===== config.mk =====
export PLATFORM = sky130hd
export DESIGN_NAME = traffic_request_conditioner
export DESIGN_NICKNAME = d
export VERILOG_FILES = /design/src/rtl/traffic_request_conditioner_pkg.sv /design/src/rtl/traffic_request_conditioner_input_debouncer.sv /design/src/rtl/traffic_request_conditioner.sv
export SDC_FILE = /design/constraint.sdc
export NUM_CORES = 1
export LEC_CHECK = 0
export CAP_MARGIN = 20
export CORE_UTILIZATION = 40
export CTS_CLUSTER_SIZE = 28
export DETAILED_ROUTE_END_ITERATION = 10
export PLACE_DENSITY_LB_ADDON = 0.3
export SETUP_SLACK_MARGIN = 0.4
export SLEW_MARGIN = 20
export SYNTH_ARGS = -nofsm -noshare
export SYNTH_HDL_FRONTEND = slang
export SYNTH_SLANG_ARGS = --single-unit

===== constraint.sdc =====
create_clock -name clk -period 4.9 [get_ports clk]
set_clock_uncertainty 0.15 [all_clocks]
set_input_delay 0.49 -clock clk [delete_from_list [all_inputs] [get_ports clk]]
set_output_delay 0.49 -clock clk [all_outputs]
set_load 0.01 [all_outputs]

===== src/rtl/traffic_request_conditioner_pkg.sv =====
// Shared definitions for the intersection request front-end.
//  - input counts, lane/street bit indices, default timing parameters
//  - req_t: the registered request set handed to the intersection controller
//  - cnt_w: width of a counter that must hold values 0..n without wrapping
package traffic_request_conditioner_pkg;

  localparam int NUM_PED  = 2;
  localparam int NUM_LANE = 4;

  localparam int STREET_SS = 0;
  localparam int STREET_CS = 1;

  localparam int SS_STRAIGHT = 0;
  localparam int SS_TURN     = 1;
  localparam int CS_STRAIGHT = 2;
  localparam int CS_TURN     = 3;

  localparam int DEF_DEBOUNCE_CYCLES = 4;
  localparam int DEF_PRESENCE_CYCLES = 8;

  typedef struct packed {
    logic [NUM_LANE-1:0] car;
    logic [NUM_PED-1:0]  ped;
  } req_t;

  function automatic int cnt_w(input int n);
    return $clog2(n + 1);
  endfunction

endpackage


===== src/rtl/traffic_request_conditioner_input_debouncer.sv =====
// input_debouncer: synchronise one raw asynchronous input and debounce it.
//  clk, rst    : system clock, async active-high reset
//  raw_in      : raw asynchronous input
//  db_out      : debounced level
//  rise_pulse  : one-cycle pulse in the cycle after db_out goes 0 -> 1
// The debounced level flips only after the synchronised value has disagreed
// with it for DEBOUNCE_CYCLES consecutive cycles; any agreement restarts the count.
module input_debouncer
  import traffic_request_conditioner_pkg::*;
#(
  parameter int DEBOUNCE_CYCLES = DEF_DEBOUNCE_CYCLES
) (
  input  logic clk,
  input  logic rst,
  input  logic raw_in,
  output logic db_out,
  output logic rise_pulse
);

  localparam int             CW       = cnt_w(DEBOUNCE_CYCLES);
  localparam logic [CW-1:0]  CNT_LAST = CW'(DEBOUNCE_CYCLES - 1);

  logic          s1, s2;
  logic          db, db_prev;
  logic [CW-1:0] cnt;

  always_ff @(posedge clk or posedge rst) begin
    if (rst) begin
      s1      <= 1'b0;
      s2      <= 1'b0;
      db      <= 1'b0;
      db_prev <= 1'b0;
      cnt     <= '0;
    end else begin
      s1      <= raw_in;
      s2      <= s1;
      db_prev <= db;
      if (s2 == db) begin
        cnt <= '0;
      end else if (cnt == CNT_LAST) begin
        db  <= s2;
        cnt <= '0;
      end else begin
        cnt <= cnt + CW'(1);
      end
    end
  end

  assign db_out     = db;
  assign rise_pulse = db & ~db_prev;

endmodule


===== src/rtl/traffic_request_conditioner.sv =====
// traffic_request_conditioner: turns 2 raw pedestrian buttons and 4 raw lane
// car sensors into sticky service requests for the intersection controller.
//  clk, rst                  : system clock, async active-high reset
//  *_pedestrian_button       : raw buttons (straight street, cross street)
//  *_car_sensor              : raw lane sensors (SS straight/turn, CS straight/turn)
//  ped_clear[1:0]            : serve pulses, [0] straight street, [1] cross street
//  lane_clear[3:0]           : serve pulses, [0] SS str, [1] SS turn, [2] CS str, [3] CS turn
//  ped_request / car_request : registered sticky requests, same bit order as clears
//  any_request               : OR of all request bits
// Buttons request on a debounced press edge; sensors request once a car has
// been seen continuously for PRESENCE_CYCLES. Requests persist until cleared.
module traffic_request_conditioner
  import traffic_request_conditioner_pkg::*;
#(
  parameter int DEBOUNCE_CYCLES = DEF_DEBOUNCE_CYCLES,
  parameter int PRESENCE_CYCLES = DEF_PRESENCE_CYCLES
) (
  input  logic                clk,
  input  logic                rst,
  input  logic                straight_street_pedestrian_button,
  input  logic                cross_street_pedestrian_button,
  input  logic                straight_street_straight_lane_car_sensor,
  input  logic                straight_street_turn_lane_car_sensor,
  input  logic                cross_street_straight_lane_car_sensor,
  input  logic                cross_street_turn_lane_car_sensor,
  input  logic [NUM_PED-1:0]  ped_clear,
  input  logic [NUM_LANE-1:0] lane_clear,
  output logic [NUM_PED-1:0]  ped_request,
  output logic [NUM_LANE-1:0] car_request,
  output logic                any_request
);

  localparam int             PW        = cnt_w(PRESENCE_CYCLES);
  localparam logic [PW-1:0]  PRES_FULL = PW'(PRESENCE_CYCLES);
  localparam logic [PW-1:0]  PRES_LAST = PW'(PRESENCE_CYCLES - 1);

  logic [NUM_PED-1:0]  ped_raw, ped_rise;
  logic [NUM_LANE-1:0] lane_raw, lane_db;

  // Buttons only care about the press edge, sensors only about the level.
  logic [NUM_PED-1:0]  ped_level_unused;
  logic [NUM_LANE-1:0] lane_rise_unused;

  assign ped_raw[STREET_SS]     = straight_street_pedestrian_button;
  assign ped_raw[STREET_CS]     = cross_street_pedestrian_button;
  assign lane_raw[SS_STRAIGHT]  = straight_street_straight_lane_car_sensor;
  assign lane_raw[SS_TURN]      = straight_street_turn_lane_car_sensor;
  assign lane_raw[CS_STRAIGHT]  = cross_street_straight_lane_car_sensor;
  assign lane_raw[CS_TURN]      = cross_street_turn_lane_car_sensor;

  for (genvar g = 0; g < NUM_PED; g++) begin : g_ped
    input_debouncer #(.DEBOUNCE_CYCLES(DEBOUNCE_CYCLES)) u_db (
      .clk        (clk),
      .rst        (rst),
      .raw_in     (ped_raw[g]),
      .db_out     (ped_level_unused[g]),
      .rise_pulse (ped_rise[g])
    );
  end

  for (genvar g = 0; g < NUM_LANE; g++) begin : g_lane
    input_debouncer #(.DEBOUNCE_CYCLES(DEBOUNCE_CYCLES)) u_db (
      .clk        (clk),
      .rst        (rst),
      .raw_in     (lane_raw[g]),
      .db_out     (lane_db[g]),
      .rise_pulse (lane_rise_unused[g])
    );
  end

  req_t          req_q;
  logic [PW-1:0] pres_cnt [NUM_LANE];

  always_ff @(posedge clk or posedge rst) begin
    if (rst) begin
      req_q <= '0;
      for (int l = 0; l < NUM_LANE; l++) pres_cnt[l] <= '0;
    end else begin
      // A fresh press beats a simultaneous clear so it is never lost.
      for (int s = 0; s < NUM_PED; s++)
        req_q.ped[s] <= ped_rise[s] | (req_q.ped[s] & ~ped_clear[s]);

      // Clear beats a coincident set and restarts the presence window, so a
      // car still waiting re-requests a full PRESENCE_CYCLES later.
      for (int l = 0; l < NUM_LANE; l++) begin
        if (lane_clear[l]) begin
          pres_cnt[l]  <= '0;
          req_q.car[l] <= 1'b0;
        end else if (!lane_db[l]) begin
          pres_cnt[l]  <= '0;
        end else if (pres_cnt[l] != PRES_FULL) begin
          pres_cnt[l]  <= pres_cnt[l] + PW'(1);
          if (pres_cnt[l] == PRES_LAST) req_q.car[l] <= 1'b1;
        end
      end
    end
  end

  assign ped_request = req_q.ped;
  assign car_request = req_q.car;
  assign any_request = |req_q;

endmodule


==> impl_results.md, run 1 <==
* Number of global-route vias before repair at 1371
* Synthesized net count at 221
* Synth top area cells: dfrtp_1 62%, ha_1 7.3%, xnor2_1 5.1%
* Largest net degree at the start of global routing at 38
* Slew margin rel. at 0.682
* Top-area cell type share of the netlist area at 0.621
* # IOs at 21
* Most common cell in the netlist: dfrtp_1
* Slew @ Worst Pin at 0.477 ns
* Core Area at 5680 um2
* Commonest cells post-synth: 60 x dfrtp_1, 17 x inv_1, 16 x nor2_1
* Placer Congestion at 0.705
* Worst-skew pair later-pin latency at 0.33 ns
* Clock Pin Slew Worst Setup and Hold Paths at 0.06 ns
* Area Growth Syn to Fin at 19.3%
* Final Max Tran Viols at 0
* Clock root buffer: clkbuf_8
* Routed len/inst at 12.1 um
* First-pass GRT wire length at 6370 um
* Detail Route Antenna Nets at 0
* CTS max path bufs at 2
* FMAX at 439 MHz
* Setup bufs post-CTS at 0
* Arrival time at the worst endpoint at 1.64 ns
* Util after Layout at 0.508
* Final hold vios at 0
* TNS Setup at 0 ns
* DRT Pass-1 Iters at 4
* Lkg Pwr at 1.30 nW
* CTS tree: built
* Sequential share of the synthesized area at 0.621
* Vias/cell at 4.69
* Post_cts resized at 0
* Post-route minimum period at 2.28 ns
* Gr usage total at 0.139
* Async SR Flop Fraction at 1.00
* Post-DP HPWL at 2560 um
* Tcrit/Tclk final at 0.465
* Die Ht at 79.7 um
* H-tree Lvls at 3
* Total wire length at 3640 um
* Port Buf Inserts at 20
* Worst-path fanout max at 3
* Synthesized cell area at 2420 um2
* Layout cells sized above 1 at 0.0917
* WP data required at 4.26 ns
* Initial antenna violation count at 0
* Die Wd at 79.7 um
* R2R Setup Slk at 3.51 ns
* Synth area leader: dfrtp_1
* Cell variety after synth at 21
* Hold buffer count at cts at 0
* Residual DRC at 0
* #FFs+latches synth at 60
* Die area at 6360 um2
* Grt total ovfl at 0
* Number of max-cap violations at 0
* CP Launch Type: flip-flop
* Syn. warnings at 0
* Ant. Diodes at 0
* EDFF count, synth at 0
* Post-synthesis cell count at 193
* Setup crit end kind: primary output
* Vias post-DR at 1413
* Num CTS Buffers at 9
* Total clock sinks at 60
* Critical path class: reg -> out
* Initial Utilization at 0.426
* Unrepaired setup endpoints after global routing: false
* Rows at 27
* Status: complete, no violations
* Min-delay worst type: reg -> reg
* Ys flop type: dfrtp_1
* Syn_area_per_cell at 12.5 um2
* Nets at 253
* Setup violators final at 0
* Pwr/cell area at 453 nW/um2
* 1st-iter DRT viols at 45
* VDD IR-drop max at 241 uV
worst paths after layout:
check | from | to | cells after the start
setup / recovery | car_request[1] | any_request | 3
hold / removal | g_ped[1].u_db.s1 | g_ped[1].u_db.s2 | 0
setup reg to reg | pres_cnt[8] | pres_cnt[9] | 5
hold reg to reg | g_ped[1].u_db.s1 | g_ped[1].u_db.s2 | 0
max in group asynchronous | rst | g_ped[0].u_db.cnt[1] | 3
min in group asynchronous | rst | pres_cnt[14] | 2
kinds of logic after synthesis:
family	synth area share
xor+xnor	0.0508
simple gates	0.162
fa+ha+maj	0.0725
flops	0.621
compound gates	0.0321
buf+inv	0.0264
mux	0.0352
metrics by stage:
step	worst slack, ns	area, um2	hold slack, ns	total power [W]	std cells
floorplan	2.78	2420	0.181	0.000851	193
global placement	3.00	2710	0.181	0.000935	286
detailed placement	2.96	2710	0.185	0.000947	286
CTS	2.60	2880	0.199	0.00133	301
global route	2.54	2880	0.208	0.00140	301
finish	2.62	2880	0.197	0.00131	301
registers in the layout, indices dropped and copies added (netlist names), 4 cells and up:
signal	flops
car_request	4
g_lane.u_db.cnt	12
g_lane.u_db.db_out	4
g_lane.u_db.s1	4
g_lane.u_db.s2	4
g_ped.u_db.cnt	6
pres_cnt	16
critical path, cell delays in order, from the launching register on:
cell and delay (ns):
dfrtp_1 0.39, nor4_1 0.28, nand3_1 0.15, clkdlybuf4s50_1 0.50
power breakdown:
| group | switching, W | internal (W) | total, W |
|---|---|---|---|
| registers | 0.0000687 | 0.000593 | 0.000661 |
| clock network | 0.000166 | 0.000207 | 0.000372 |
| logic | 0.000130 | 0.000144 | 0.000273 |
| total | 0.000364 | 0.000943 | 0.00131 |
cells in the final DEF (no fill, tap or decap), types with 5 or more instances in the layout:
cell type / instances
dfrtp_1: 60
nand3_1: 5
ha_1: 14
clkbuf_8: 11
nand2_1: 6
nor3b_1: 8
nor2b_1: 8
inv_1: 16
clkdlybuf4s50_1: 20
nand3b_1: 8
nand2b_1: 8
nor2_1: 16
xnor2_1: 14
nor3_1: 6
area by class of cell:
class / count / area, um2
Clock buffer: 13 / 159
Multi-Input combinational cell: 116 / 851
Timing Repair Buffer: 21 / 208
Fill cell: 503 / 2790
Clock inverter: 2 / 10.0
Inverter: 17 / 63.8
Tap cell: 72 / 90.1
Sequential cell: 60 / 1500
routing by layer:
layer	share of wire	up-vias	GRT usage
met1	0.49	673	0.180
li1	-	705	-
met3	0.043	9	0.0583
met2	0.44	26	0.188
met5	0	-	0
met4	0.025	0	0.0891
No activity file was read; power rests on OpenSTA's default activity.
==> run 2: changes to the inputs <==
- clock period: 4.9 -> 1.9 ns (I/O delays scaled with it)
==> impl_results.md, run 2 (synthesized netlist as in run 1, its figures left out) <==
* Gr usage total at 0.137
* CP cell instances: nor4_2, nand3_1, buf_2
* Clock root buffer: clkbuf_8
* Post-DP HPWL at 2550 um
* R2R Setup Slk at 0.56 ns
* Number of max-cap violations at 0
* Fin area at 2910 um2
* CP max stage cell: dfrtp_1
* Wl on met1 at 1760 um
* Total clock sinks at 60
* Die Ht at 79.7 um
* Worst-path fanout max at 2
* R2r startpoint: g_lane[0].u_db.cnt[0]
* FMAX at 630 MHz
* Number of flip-flops in the largest register at 16
* Arrival time at the worst endpoint at 1.25 ns
* Initial antenna violation count at 0
* # IOs at 21
* Most flop-heavy register: pres_cnt
* Worst flop-to-flop path endpoint: g_lane[0].u_db.db_out
* Final Max Tran Viols at 0
* Clock Pin Slew Worst Setup and Hold Paths at 0.07 ns
* Max layer used: met4
* VDD IR-drop max at 529 uV
* TNS Setup at 0 ns
* Area Growth Syn to Fin at 20.2%
* Slew margin rel. at 0.750
* Min-delay worst type: in -> async
* Largest stage delay on the critical path at 0.40 ns
* Placed cell area at 2740 um2
* CP Launch Type: flip-flop
* Die area at 6360 um2
* Total wire length at 3570 um
* Critical path's top delay family: flip-flops
* Hold buffer count at cts at 0
* Largest net degree at the start of global routing at 35
* Routed len/inst at 11.7 um
* Tcrit/Tclk final at 0.836
* CTS max path bufs at 2
* FF-to-FF path depth at 3
* H-tree Lvls at 3
* Critical path buffers and inverters at 1
* Most frequent cells in the layout: 60 x dfrtp_1, 16 x nor2_1, 16 x inv_1, 14 x xnor2_1, 14 x ha_1
* Commonest non-fill, non-tap cell in the layout: dfrtp_1
* 1st-iter DRT viols at 49
* Worst-skew pair later-pin latency at 0.32 ns
* Critical path class: reg -> out
* Num CTS Buffers at 9
* DRT Pass-1 Iters at 4
* Number of global-route vias before repair at 1458
* Fill cell total of the finished layout at 498
* Detail Route Antenna Nets at 0
* Post-route minimum period at 1.59 ns
* Ant. Diodes at 0
* Setup violators final at 0
* Setup crit end kind: primary output
* Vias post-DR at 1442
* Pwr/cell area at 1140 nW/um2
* Largest regs: pres_cnt: 16 flops, g_lane.u_db.cnt: 12 flops, g_ped.u_db.cnt: 6 flops
* Final hold vios at 0
* Status: complete, no violations
* Slew @ Worst Pin at 0.374 ns
* Nets at 256
* Grt total ovfl at 0
* Vias/cell at 4.74
* First-pass GRT wire length at 6330 um
* CTS tree: built
* Lkg Pwr at 1.33 nW
* Util after Layout at 0.512
* Pre-CTS setup slack at 0.284 ns
* Layout cells sized above 1 at 0.116
* Rows at 27
* Die Wd at 79.7 um
* Metal2 WL at 1580 um
* Placer Congestion at 0.767
* Core Area at 5680 um2
* WP data required at 1.56 ns
* Met3 routed WL at 126 um
* Port Buf Inserts at 20
* Final worst slack at 0.312 ns
* Unrepaired setup endpoints after global routing: true
* Residual DRC at 0
* Initial Utilization at 0.426
==> run 2: cell count changes in the layout (fill, tap and decap cells not counted), sizes merged <==
cell           change
clkinv             +1
dlygate4sd2        +5
buf                +4
clkdlybuf4s50      -7
clkdlybuf4s15      +1
clkinvlp           +3
inv                -1
clkbuf             -3
==> run 2: through the flow <==
step | instances | power (W) | hold WS (ns)
after floorplan | 193 | 0.00219 | 0.0714
after global placement | 287 | 0.00241 | 0.181
after detailed placement | 287 | 0.00244 | 0.185
after CTS | 303 | 0.00335 | 0.0463
after global routing | 304 | 0.00355 | 0.0698
final | 304 | 0.00330 | 0.0496
==> run 2: power by group <==
part | internal, W | total (W) | switching [W]
registers | 0.00153 | 0.00170 | 0.000177
clock network | 0.000458 | 0.000929 | 0.000471
logic | 0.000346 | 0.000665 | 0.000319
==> run 2: worst max-delay path by stage <==
stage                                from                     to  slack, ns  depth (start not counted)
floorplan           g_lane[0].u_db.cnt[0]  g_lane[0].u_db.db_out       0.65                          3
global placement           car_request[1]            any_request       0.31                          3
detailed placement         car_request[1]            any_request       0.28                          3
CTS                        car_request[2]            any_request       0.25                          3
global route               car_request[2]            any_request       0.26                          3
finish                     car_request[2]            any_request       0.31                          3
==> run 2: cell type report <==
cell class	count	area (um2)	share of cell area
clock inverters	5	30.0	0.0103
inverters	17	67.6	0.0233
flip-flops and latches	60	1500	0.517
clock buffers	10	128	0.0439
multi-input cells	116	857	0.295
well taps	72	90.1	0.0310
repair buffers	24	231	0.0797
==> run 2: what timing repair did <==
| action | in CTS | in global routing |
|---|---|---|
| setup endpoints to repair | 7 | 2 |
| buffers inserted | 1 | 1 |
| pin swaps | 2 | 0 |
| resized for setup | 11 | 1 |
==> run 2: metal layers <==
layer | vias to the layer above | global-route usage
li1 | 710 | -
met1 | 702 | 0.171
met2 | 22 | 0.200
met3 | 8 | 0.0434
met4 | 0 | 0.0927
met5 | - | 0
